File: src/rtl/fetch_queue.sv
// fetch_queue: PC owner and imem requester feeding a DEPTH-entry prefetch queue to decode.
module fetch_queue #(
  parameter int              ADDR_W   = 32,
  parameter int              INST_W   = 32,
  parameter int              DEPTH    = 4,
  parameter logic [ADDR_W-1:0] RESET_PC = '0,
  parameter int              PC_STEP  = 4
) (
  input  logic                       clk_i,
  input  logic                       rst_i,
  input  logic                       start_i,
  output logic                       imem_req_o,
  output logic [ADDR_W-1:0]          imem_addr_o,
  input  logic                       imem_gnt_i,
  input  logic [INST_W-1:0]          imem_inst_i,
  input  logic                       redirect_i,
  input  logic [ADDR_W-1:0]          redirect_pc_i,
  output logic                       valid_o,
  input  logic                       ready_i,
  output logic [INST_W-1:0]          inst_o,
  output logic [ADDR_W-1:0]          pc_o,
  output logic [ADDR_W-1:0]          npc_o,
  output logic [$clog2(DEPTH+1)-1:0] count_o
);
  localparam int PW = $clog2(DEPTH);
  localparam int CW = $clog2(DEPTH+1);
  logic [ADDR_W-1:0] r_pc, r_pc_hold, r_npc_hold;
  logic [ADDR_W-1:0] r_mem_pc [DEPTH];
  logic [INST_W-1:0] r_mem_inst [DEPTH];
  logic [PW-1:0]     r_wptr, r_rptr;
  logic [CW-1:0]     r_count;
  logic              r_running;
  logic              w_push, w_pop;
  assign valid_o     = r_count != '0;
  assign imem_req_o  = r_running & (r_count < CW'(DEPTH)) & ~redirect_i;
  assign imem_addr_o = r_pc;
  assign count_o     = r_count;
  assign w_push      = imem_req_o & imem_gnt_i;
  assign w_pop       = valid_o & ready_i;
  // pc_o/npc_o keep the last shown head while the queue is empty
  assign inst_o = valid_o ? r_mem_inst[r_rptr] : '0;
  assign pc_o   = valid_o ? r_mem_pc[r_rptr] : r_pc_hold;
  assign npc_o  = valid_o ? r_mem_pc[r_rptr] + ADDR_W'(PC_STEP) : r_npc_hold;
  always_ff @(posedge clk_i) begin
    if (w_push) begin
      r_mem_pc[r_wptr]   <= r_pc;
      r_mem_inst[r_wptr] <= imem_inst_i;
    end
  end
  always_ff @(posedge clk_i or posedge rst_i) begin
    if (rst_i) begin
      r_pc       <= RESET_PC;
      r_running  <= 1'b0;
      r_wptr     <= '0;
      r_rptr     <= '0;
      r_count    <= '0;
      r_pc_hold  <= '0;
      r_npc_hold <= '0;
    end else begin
      r_running <= r_running | start_i;
      if (valid_o) begin
        r_pc_hold  <= pc_o;
        r_npc_hold <= npc_o;
      end
      if (redirect_i) begin
        r_pc    <= {redirect_pc_i[ADDR_W-1:2], 2'b00};
        r_wptr  <= '0;
        r_rptr  <= '0;
        r_count <= '0;
      end else begin
        if (w_push) begin
          r_wptr <= r_wptr + PW'(1);
          r_pc   <= r_pc + ADDR_W'(PC_STEP);
        end
        if (w_pop) r_rptr <= r_rptr + PW'(1);
        r_count <= r_count + CW'(w_push) - CW'(w_pop);
      end
    end
  end
endmodule
File: config.mk
export PLATFORM = sky130hd
export DESIGN_NAME = fetch_queue
export DESIGN_NICKNAME = d
export VERILOG_FILES = /design/src/rtl/fetch_queue.sv
export SDC_FILE = /design/constraint.sdc
export NUM_CORES = 1
export LEC_CHECK = 0
export BUFFER_PORTS_ARGS = -buffer_cell sky130_fd_sc_hd__buf_2
export CAP_MARGIN = 25
export CORE_UTILIZATION = 55
export CTS_CLUSTER_DIAMETER = 100
export DETAILED_ROUTE_END_ITERATION = 8
export PLACE_DENSITY = 0.77
export SETUP_SLACK_MARGIN = 0.2
export SYNTH_ARGS = -nofsm -noshare
export SYNTH_HDL_FRONTEND = slang
export SYNTH_SLANG_ARGS = --single-unit
File: constraint.sdc
create_clock -name clk_i -period 4.1 [get_ports clk_i]
set_input_delay 0.41 -clock clk_i [delete_from_list [all_inputs] [get_ports clk_i]]
set_output_delay 0.41 -clock clk_i [all_outputs]
set_load 0.01 [all_outputs]
# Word-level counts from Yosys, hierarchy flattened
# Memory sizes are Yosys's and may differ from the RTL's.
# Index checks and enable logic that the tools add are counted.
# op_classes
add_sub_neg,6
magnitude_cmp,1
muxes,12
n_bitwise,6
n_reduce_logical,3
# ops
cell,count
32-bit 2-to-1 mux,5
32-bit by 3-bit adder with 32-bit output (second input constant),2
2-bit 2-to-1 mux,4
2-bit by 1-bit adder with 2-bit output (second input constant),2
1-bit AND,4
2-bit nonzero test,2
3-bit by 1-bit adder with 3-bit output,1
3-bit less-than comparator (second input constant),1
3-bit 2-to-1 mux,1
3-bit nonzero test,1
3-bit by 1-bit subtractor with 3-bit output,1
1-bit 2-to-1 mux,2
1-bit inverter,1
1-bit OR,1
# totals
reg_bits,104
mem_bits_rw,256
output_inout_bits,133
wordCells,37
n_memories,2
# mem_list
memory,depth,word_bits,read_ports,rd_ports_with_merged_regs,wr,line_no,text
r_mem_inst,4,32,1,0,1,29,logic [INST_W-1:0] r_mem_inst [DEPTH];
r_mem_pc,4,32,1,0,1,28,logic [ADDR_W-1:0] r_mem_pc [DEPTH];

# Depth between registers and ports, before layout
# Gate-level depths: netlist of run 1.
# depth
word_depth,7
ltp_mapped,10

# Worst setup path before layout of run 1
# OpenSTA, ideal clock, no wires.
# synth_timing
path_kind,flip-flop to output port
start,register r_rptr[0]
end,output npc_o[28]
arrival_time_ps,2343
required_time_ps,3690
path_slack_ps,1347
stages_incl_launch_ff,10
path_buffers,2
cell_sequence,dfrtp_1 -> buf_6 -> buf_12 -> mux4_2 -> ha_1 -> inv_1 -> nor4_4 -> nand4_1 -> xor2_1 -> o21ai_0
# synth_between
elab_chain_len,3
# synth_lines
item,line_no,text
start: declaration,30,"logic [PW-1:0] r_wptr, r_rptr;"
start signal: assignment,75,if (w_pop) r_rptr <= r_rptr + PW'(1);
memory 4 x 32 bit,--,
32-bit by 3-bit adder with 32-bit output,43,assign npc_o = valid_o ? r_mem_pc[r_rptr] + ADDR_W'(PC_STEP) : r_npc_hold;
32-bit 2-to-1 mux,43,
end: declaration,22,"output logic [ADDR_W-1:0] npc_o,"
# Every way passes these cells.

# Worst setup path after layout of run 1
# layout_timing
start,register r_rptr[0]
end,output npc_o[29]
# The elaborated chain is that of the path after synthesis.

==> impl_results.rst, run 1 <==
.. list-table::
   :header-rows: 1

   * - Metric
     - Value
   * - Outcome
     - finished, final reports clean
   * - RSZ-0062 raised after global routing
     - false
   * - Total negative slack for setup checks
     - 0 ns
   * - Kind of end point of the critical path
     - primary output
   * - Final core utilization
     - 0.667
   * - Final cycle utilization of the critical path
     - 0.897
   * - Crit path buf inv count
     - 1
   * - Router iterations before antenna repair
     - 5
   * - Vias in the first global route
     - 8382
   * - Layout Skew
     - about 0.015 ns
   * - Data arrival at the endpoint of the critical path
     - roughly 3.3 ns
   * - Mapped Avg Cell Area
     - 14.8 sq um
   * - Primary FF master, synth
     - edfxtp_1
   * - Post-detailed-placement half-perimeter wirelength
     - about 19000 microns
   * - Global-route usage over all layers
     - 0.220
   * - H-Tree Level Count
     - 2
   * - Detail-routed via count per cell
     - around 5.5
   * - Combined area of all synthesized cells
     - between 10000 and 15000 sq um
   * - Family with the most delay on the worst path
     - simple AND/OR/NAND/NOR gates
   * - Share of synthesized cell area in full adder, half adder and majority cells
     - 0.00830
   * - Lkg Pwr
     - roughly 6.6 nW
   * - Setup slack after layout
     - roughly 0.42 ns
   * - DRT antenna net count
     - 0
   * - Number of flip-flops and latches in the synthesized netlist
     - 350
   * - Filler Cells Inserted
     - between 1.5k and 2k
   * - Initial antenna violation count
     - 8
   * - Critical path launch point type
     - flop
   * - Floorplan die width
     - between 150 and 200 microns
   * - Type of the worst min-delay path
     - input pin to asynchronous set/reset pin
   * - Worst setup slack after placement
     - a little under 0.8 ns
   * - Chip Height
     - between 150 and 200 microns
   * - Syn-to-layout area delta
     - 17.4%
   * - Maximum vdd drop
     - 0.000515 V
   * - Clock buffer depth
     - 3
   * - WP data required
     - ~3.7 ns
   * - Pins over their slew limit
     - 0
   * - Register cell area after layout
     - approximately 10000 sq um
   * - Combinational family with the most area after synthesis
     - simple AND/OR/NAND/NOR gates
   * - Starting DRT DRC Count
     - between 600 and 700
   * - Remaining global-route overflow
     - 0
   * - Crit Path Max Fanout
     - 14
   * - Sequential-to-total area share from yosys stat
     - 0.691
   * - Detailed-route wire length
     - between 20000 and 30000 microns
   * - Detailed-route wire length per cell
     - around 19 microns
   * - Final critical delay including setup and external delays
     - between 3 and 4 ns
   * - Post-cts sizing count
     - 0
   * - Yosys cell types
     - 47
   * - Cell breakdown of the critical path
     - mux4_2 > nand4_2 > nor4_4 > nand4_1 > xor2_1 > o21ai_0 > buf_2
   * - Number of endpoints failing setup at the final stage
     - 0
   * - Count of vias placed by the detailed router
     - 8473
   * - Final hold violation count
     - 0
   * - Core box area
     - 25500 sq um
   * - Post-Syn Instances
     - 974
   * - TritonCTS clock tree
     - done
   * - XOR/XNOR Fraction of Synth Area
     - 0.0333
   * - Cell Rows
     - 58
   * - Final weighted congestion in routability-driven placement
     - approximately 0.8
   * - Number of buffer cells added on primary ports
     - approximately 200
   * - Global-route wire length before repair
     - ~45000 microns
   * - Maximum number of pins on one net before global-route repair
     - 69
   * - Fraction of final layout cells with drive strength greater than 1
     - 0.290
   * - Transition time at the pin with the least slew margin
     - ~0.82 ns
   * - Fraction of the mapped netlist area in compound gates
     - 0.0347
   * - Clock sinks
     - 350
   * - Async set-reset flop share out of synthesis
     - 0.291
   * - Maximum Capacitance Violations
     - 0
   * - Residual DRC
     - 0
   * - Ys Warns
     - 0
   * - Clock transition at the registers of the reported paths
     - around 0.06 ns
   * - Headroom to the max-slew limit
     - 0.456
   * - Pwr/cell area
     - about 670 nW/um^2
   * - Clk Latency, worst-skew pair
     - ~0.51 ns
   * - Initial cell density of the core
     - 0.568
   * - Tot Pwr
     - 11.4 mW
   * - Multi-input combinational cell area
     - ~4200 sq um
   * - Number of enable flip-flop cells after synthesis
     - ~250
   * - Mux share of post-synthesis cell area
     - 0.0985
   * - Worst hold slack
     - 0.0626 ns
   * - Post-synthesis share of cell area spent on and, or, nand and nor gates
     - 0.115
   * - Clock buffer count from CTS
     - 36
   * - Die area
     - approximately 27000 sq um
   * - Crit-path max cell delay
     - ~0.64 ns
   * - Layout Nets
     - between 1k and 1.5k
   * - Crit-path slowest cell
     - nor4_4
   * - Kind of critical path
     - flop to primary output
   * - Max Fclk
     - 0.272 GHz
   * - Count of boundary I/O pins
     - 203
   * - Clock Root Buffer
     - clkbuf_16
sequential cells by signal (all words and copies together), names as in the netlist:
name	count
r_rptr	2
r_wptr	2
r_mem_inst	128
r_pc_hold	32
r_mem_pc	120
count_o	3
r_running	1
imem_addr_o	30
r_npc_hold	32
report_power, final:
part	switching, mW	internal (mW)	leakage [nW]
sequential	0.254	4.32	3.51
combinational	2.22	1.47	2.51
clock	1.26	1.89	0.565
layout by cell type (no fill, tap or decap), drive strengths merged:
cell type / Yosys / routed
o31ai: 1 / 1
and4: 3 / 3
dfrtp: 102 / 102
o211ai: 1 / 1
nand2: 202 / 202
nand3: 16 / 16
a22oi: 1 / 1
and2: 43 / 43
mux4: 61 / 61
inv: 12 / 14
or4: 2 / 2
bufinv: 0 / 3
nor2: 19 / 19
xor2: 33 / 33
o21a: 2 / 2
mux2i: 4 / 4
conb: 1 / 2
clkinv: 0 / 10
and3: 9 / 9
nor4: 6 / 6
fa: 1 / 1
o21ai: 84 / 84
nor3: 8 / 8
or3: 1 / 1
buf: 16 / 217
nand3b: 4 / 4
nor3b: 1 / 1
or4bb: 1 / 1
diode: 0 / 6
edfxtp: 248 / 248
o311ai: 5 / 5
mux2: 1 / 1
nand4b: 1 / 1
xnor2: 22 / 22
nand4: 19 / 19
nor2b: 5 / 5
ha: 8 / 8
clkbuf: 29 / 50
or2: 2 / 2
cell families after synthesis:
logic type	after synthesis
AND/OR/NAND/NOR	342
adder cells (fa/ha/maj)	9
AO/OA/AOI/OAI	94
flip-flops	350
multiplexers	66
XOR/XNOR	55
buffers and inverters	57
other	1
layout make-up:
cell class | instances | area share
repair buffers | 217 | 0.0679
multi-input cells | 568 | 0.247
clock inverters | 15 | 0.00899
well taps | 330 | 0.0243
inverters | 12 | 0.00280
diodes | 6 | 0.000884
flip-flops and latches | 350 | 0.589
clock buffers | 50 | 0.0586
Yosys cell counts (2+ instances only):
cell type / instances / area share
nor3_1: 6 / 0.0021
and4_1: 3 / 0.0018
mux2i_1: 4 / 0.0028
buf_1: 3 / 0.00078
or4_4: 2 / 0.0016
edfxtp_1: 248 / 0.51
o311ai_0: 5 / 0.0030
nand3_1: 15 / 0.0052
nor2_1: 19 / 0.0049
nand3b_1: 3 / 0.0016
or2_2: 2 / 0.00086
and3_1: 4 / 0.0017
mux4_2: 61 / 0.095
buf_6: 3 / 0.0023
and2_1: 43 / 0.019
dfrtp_1: 102 / 0.18
and3_2: 5 / 0.0026
o21ai_0: 81 / 0.028
nor3_2: 2 / 0.0014
clkbuf_1: 29 / 0.0075
nor4_1: 4 / 0.0017
buf_2: 6 / 0.0021
xor2_1: 33 / 0.020
nand2_1: 202 / 0.052
o21a_1: 2 / 0.0010
o21ai_1: 3 / 0.0010
inv_1: 12 / 0.0031
ha_1: 8 / 0.0069
xnor2_1: 22 / 0.013
buf_4: 3 / 0.0016
nor2b_1: 5 / 0.0022
nor4_4: 2 / 0.0029
nand4_1: 18 / 0.0078
through the flow:
step / cell area (sq um) / instances
after detailed placement: 15800 / 1476
after CTS: 16900 / 1541
after global placement: 15800 / 1476
after floorplan: 14500 / 975
final: 17000 / 1548
after global routing: 17000 / 1544
layer usage:
layer | share of wire | GRT usage | vias to the layer above
li1 | - | - | 4017
met1 | 0.41 | 0.293 | 4110
met2 | 0.48 | 0.356 | 285
met3 | 0.080 | 0.0588 | 55
met4 | 0.024 | 0.0690 | 6
met5 | 0.0013 | 0 | -
worst paths after layout:
| kind | startpoint | end | slack [ns] | depth (start not counted) |
|---|---|---|---|---|
| worst max-delay path | r_rptr[0] | npc_o[29] | 0.42 | 7 |
| worst min-delay path | rst_i | r_npc_hold[12] | 0.06 | 2 |
| worst max register to register | r_rptr[0] | r_npc_hold[31] | 1.43 | 6 |
| worst min register to register | r_pc_hold[7] | r_pc_hold[7] | 0.46 | 2 |
| max in group asynchronous | rst_i | r_pc_hold[26] | 3.02 | 3 |
| min in group clk_i | start_i | r_running | 0.10 | 2 |
timing repair:
| item | 4_1_cts | 5_1_grt |
|---|---|---|
| setup endpoints to repair | 0 | 8 |
| hold buffers | 0 | 0 |
| setup buffers | 0 | 1 |
| hold endpoints to repair | 0 | 0 |
Power figures use the tool's default switching activity.
==> inputs of run 2 (changes only) <==
--- a/config.mk
+++ b/config.mk
@@ -5,12 +5,13 @@
 export SDC_FILE = /design/constraint.sdc
 export NUM_CORES = 1
 export LEC_CHECK = 0
+export ABC_AREA = 1
 export BUFFER_PORTS_ARGS = -buffer_cell sky130_fd_sc_hd__buf_2
 export CAP_MARGIN = 25
 export CORE_UTILIZATION = 55
 export CTS_CLUSTER_DIAMETER = 100
 export DETAILED_ROUTE_END_ITERATION = 8
-export PLACE_DENSITY = 0.77
+export PLACE_DENSITY = 0.76
 export SETUP_SLACK_MARGIN = 0.2
 export SYNTH_ARGS = -nofsm -noshare
 export SYNTH_HDL_FRONTEND = slang
==> impl_results.rst, run 2 <==
.. list-table::
   :header-rows: 1

   * - Metric
     - Value
   * - Outcome
     - finished, final reports clean
   * - Core box area
     - 28000 sq um (+10%)
   * - Layout Nets
     - 1920 (+52%)
   * - Clock sinks
     - 350 (unchanged)
   * - Count of vias placed by the detailed router
     - 12.2k (+44%)
   * - Critical path launch point type
     - flop
   * - Initial cell density of the core
     - 0.563 (-0.00488)
   * - Post-Syn Instances
     - 1655 (+70%)
   * - Worst Hold Launch
     - imem_inst_i[20]
   * - Most repeated cell in the gate-level netlist after synthesis
     - nand2_1
   * - Detailed-route wire length per cell
     - 16.6 microns (-11%)
   * - Primary FF master, synth
     - edfxtp_1
   * - Kind of end point of the critical path
     - primary output
   * - Clock buffer depth
     - 3 (unchanged)
   * - Fraction of final layout cells with drive strength greater than 1
     - 0.161 (-0.129)
   * - Hold Crit Endpoint
     - r_mem_inst[3][20]
   * - Final weighted congestion in routability-driven placement
     - 0.865 (+11%)
   * - Largest regs
     - r_mem_inst: 128 flops, r_mem_pc: 120 flops
   * - Worst reg2reg path endpoint
     - count_o[2]
   * - Filler Cells Inserted
     - 2188 (+24%)
   * - Starting DRT DRC Count
     - 1170 (+77%)
   * - DRT antenna net count
     - 0 (unchanged)
   * - Setup slack after layout
     - 0.476 ns (+0.0521 ns)
   * - TritonCTS clock tree
     - done
   * - Number of enable flip-flop cells after synthesis
     - 248 (unchanged)
   * - Max Fclk
     - 0.276 GHz (+1.4%)
   * - Async set-reset flop share out of synthesis
     - 0.291 (unchanged)
   * - Crit-path max cell delay
     - 0.58 ns (-0.06 ns)
   * - Lkg Pwr
     - 7.71 nW (+17%)
   * - Maximum vdd drop
     - 0.000424 V (-18%)
   * - H-Tree Level Count
     - 2 (unchanged)
   * - Pwr/cell area
     - 689 nW/um^2 (+2.5%)
   * - Maximum Capacitance Violations
     - 0 (unchanged)
   * - WP data required
     - 3.69 ns (about the same)
   * - RSZ-0062 raised after global routing
     - false
   * - Post-Place Cells
     - 2179 (+48%)
   * - Floorplan die width
     - 171 microns (+4.4%)
   * - Clock buffer count from CTS
     - 37 (+2.8%)
   * - Headroom to the max-slew limit
     - 0.462 (+0.00629)
   * - Type of the worst min-delay path
     - input pin to flop
   * - Clock Root Buffer
     - clkbuf_16
   * - Layout Skew
     - 0.0252 ns (+0.0101 ns)
   * - Residual DRC
     - 0 (unchanged)
   * - Cell Rows
     - 61 (+5.2%)
   * - Final critical delay including setup and external delays
     - 3.62 ns (-0.0521 ns)
   * - Tot Pwr
     - 12.6 mW (+11%)
   * - Kind of critical path
     - flop to primary output
   * - Die area
     - 29400 sq um (+8.9%)
   * - Final hold violation count
     - 0 (unchanged)
   * - Number of flip-flops and latches in the synthesized netlist
     - 350 (unchanged)
   * - Combined area of all synthesized cells
     - 15800 sq um (+9.0%)
   * - Post-CTS setup repair buffer count
     - 0 (unchanged)
   * - Cell breakdown of the critical path
     - clkinv_2 > buf_4 > nand2_1 > nand3_1 > nand2_1 > nor2_1 > inv_1 > nor2_1 > nand3_1 > o211ai_1 > nand2_1 > buf_2
   * - Detailed-route wire length
     - 37400 microns (+29%)
   * - Final cycle utilization of the critical path
     - 0.884 (-0.0127)
   * - Cell repeated most along the worst path
     - nand2_1
   * - Remaining global-route overflow
     - 0 (unchanged)
   * - Initial antenna violation count
     - 2 (-6)
   * - Number of endpoints failing setup at the final stage
     - 0 (unchanged)
   * - Clock transition at the registers of the reported paths
     - 0.06 ns (about the same)
   * - Worst setup slack after placement
     - 0.839 ns (+0.0535 ns)
   * - Vias in the first global route
     - 11.1k (+33%)
   * - Cell types occupying the most area after synthesis
     - edfxtp_1 (47%), dfrtp_1 (16%), nand2_1 (10%), nor2_1 (7.5%), nand3_1 (3.5%)
   * - Number of non-filler instances in the completed layout
     - 2249 (+45%)
   * - Data arrival at the endpoint of the critical path
     - 3.21 ns (-0.06 ns)
   * - Crit Path Max Fanout
     - 25 (+11)
   * - Sequential-to-total area share from yosys stat
     - 0.634 (-0.0572)
   * - Pins over their slew limit
     - 0 (unchanged)
   * - Register-to-register setup slack
     - 1.25 ns (-0.18 ns)
   * - Crit-path slowest cell
     - dfrtp_4
   * - Chip Height
     - 171 microns (+4.4%)
   * - Path depth of the worst reg2reg path
     - 11 (+5)
   * - Router iterations before antenna repair
     - 5 (unchanged)
   * - Final core utilization
     - 0.654 (-0.0122)
   * - Most used cells in the layout excluding fill and tap cells
     - nand2_1 (440), nor2_1 (310), edfxtp_1 (248), buf_2 (198), nand3_1 (111)
   * - Post-detailed-placement half-perimeter wirelength
     - 24200 microns (+30%)
   * - Share of the synthesized area in the top cell type
     - 0.472 (-0.0426)
   * - Global-route usage over all layers
     - 0.260 (+0.0395)
   * - Dominant cell type by area after synthesis
     - edfxtp_1
   * - Cell count of the worst hold path
     - 1
   * - Reg2Reg Launch Point
     - count_o[1]
   * - Max FFs per register
     - 128 (unchanged)
   * - Mapped Avg Cell Area
     - 9.53 sq um (-36%)
   * - Clk Latency, worst-skew pair
     - 0.53 ns (+0.02 ns)
   * - Yosys cell types
     - 37 (-21%)
   * - Transition time at the pin with the least slew margin
     - 0.805 ns (-0.0113 ns)
   * - Syn-to-layout area delta
     - 16.3%
   * - Detail-routed via count per cell
     - 5.43 (-0.78%)
   * - Leading cell types by count after synthesis
     - nand2_1 (440), nor2_1 (314), edfxtp_1 (248)
   * - Top register by number of flip-flops
     - r_mem_inst
   * - Ys Warns
     - 0 (unchanged)
   * - Worst hold slack
     - 0.0894 ns (+0.0268 ns)
   * - Number of buffer cells added on primary ports
     - 198 (unchanged)
   * - Maximum number of pins on one net before global-route repair
     - 114 (+65%)
   * - Commonest non-fill, non-tap cell in the layout
     - nand2_1
   * - Count of boundary I/O pins
     - 203 (unchanged)
   * - Global-route wire length before repair
     - 58400 microns (+30%)
## run 2: worst max path at each step
stage / startpoint / end / cells past startpoint
3_3_place_gp: r_rptr[0] / npc_o[26] / 15
5_1_grt: r_rptr[0] / npc_o[22] / 15
4_1_cts: r_rptr[0] / npc_o[28] / 14
2_1_floorplan: redirect_i / r_mem_inst[0][0] / 5
3_5_place_dp: r_rptr[0] / npc_o[28] / 14
6_report: r_rptr[0] / npc_o[16] / 12
## run 2: critical path, delay by kind of cell (launching register included)
family | cells | cell delay (ns)
AO/OA/AOI/OAI | 1 | 0.25
buffers and inverters | 4 | 0.75
flip-flops | 1 | 0.58
AND/OR/NAND/NOR | 7 | 1.09
## run 2: cell type report
class,count,area (sq um),area share
antenna,2,5.00,0.000273
tap,378,473,0.0258
clock buffer,54,1040,0.0567
sequential,350,10000,0.546
inverter,89,338,0.0184
multi-input combinational,1143,5100,0.278
timing repair buffer,220,1250,0.0684
clock inverter,13,121,0.00662
## run 2: repair_timing
action                                  in CTS  in global routing
resized for setup                            0                  4
endpoints found under the setup margin       0                 21
hold buffers                                 1                  0
hold endpoints to repair                    28                  0
## run 2: routing by layer
layer | wire (microns) | global-route usage
met5 | 13 | 0
met4 | 640 | 0.0656
met3 | 2770 | 0.0345
met2 | 17300 | 0.414
met1 | 16600 | 0.379
## run 2: where the power goes
group / internal (mW) / switching (mW)
logic: 1.53 / 3.20
registers: 4.41 / 0.331
clock network: 1.84 / 1.32
## run 2: logic make-up after synthesis
| group | synth area share |
|---|---|
| AOI/OAI and AO/OA | 0.0697 |
| xor gates and xnor gates | 0.0128 |
| adders and majority gates | 0.00762 |
| buffers and inverters | 0.0451 |
| DFF | 0.634 |
| other | 0.000238 |
| and+or+nand+nor | 0.231 |
## run 2: metrics by stage
stage	cell area (sq um)	setup TNS, ns
2_1_floorplan	15800	-114.88
3_3_place_gp	17100	0
3_5_place_dp	17100	0
4_1_cts	18300	0
5_1_grt	18300	0
6_report	18300	0
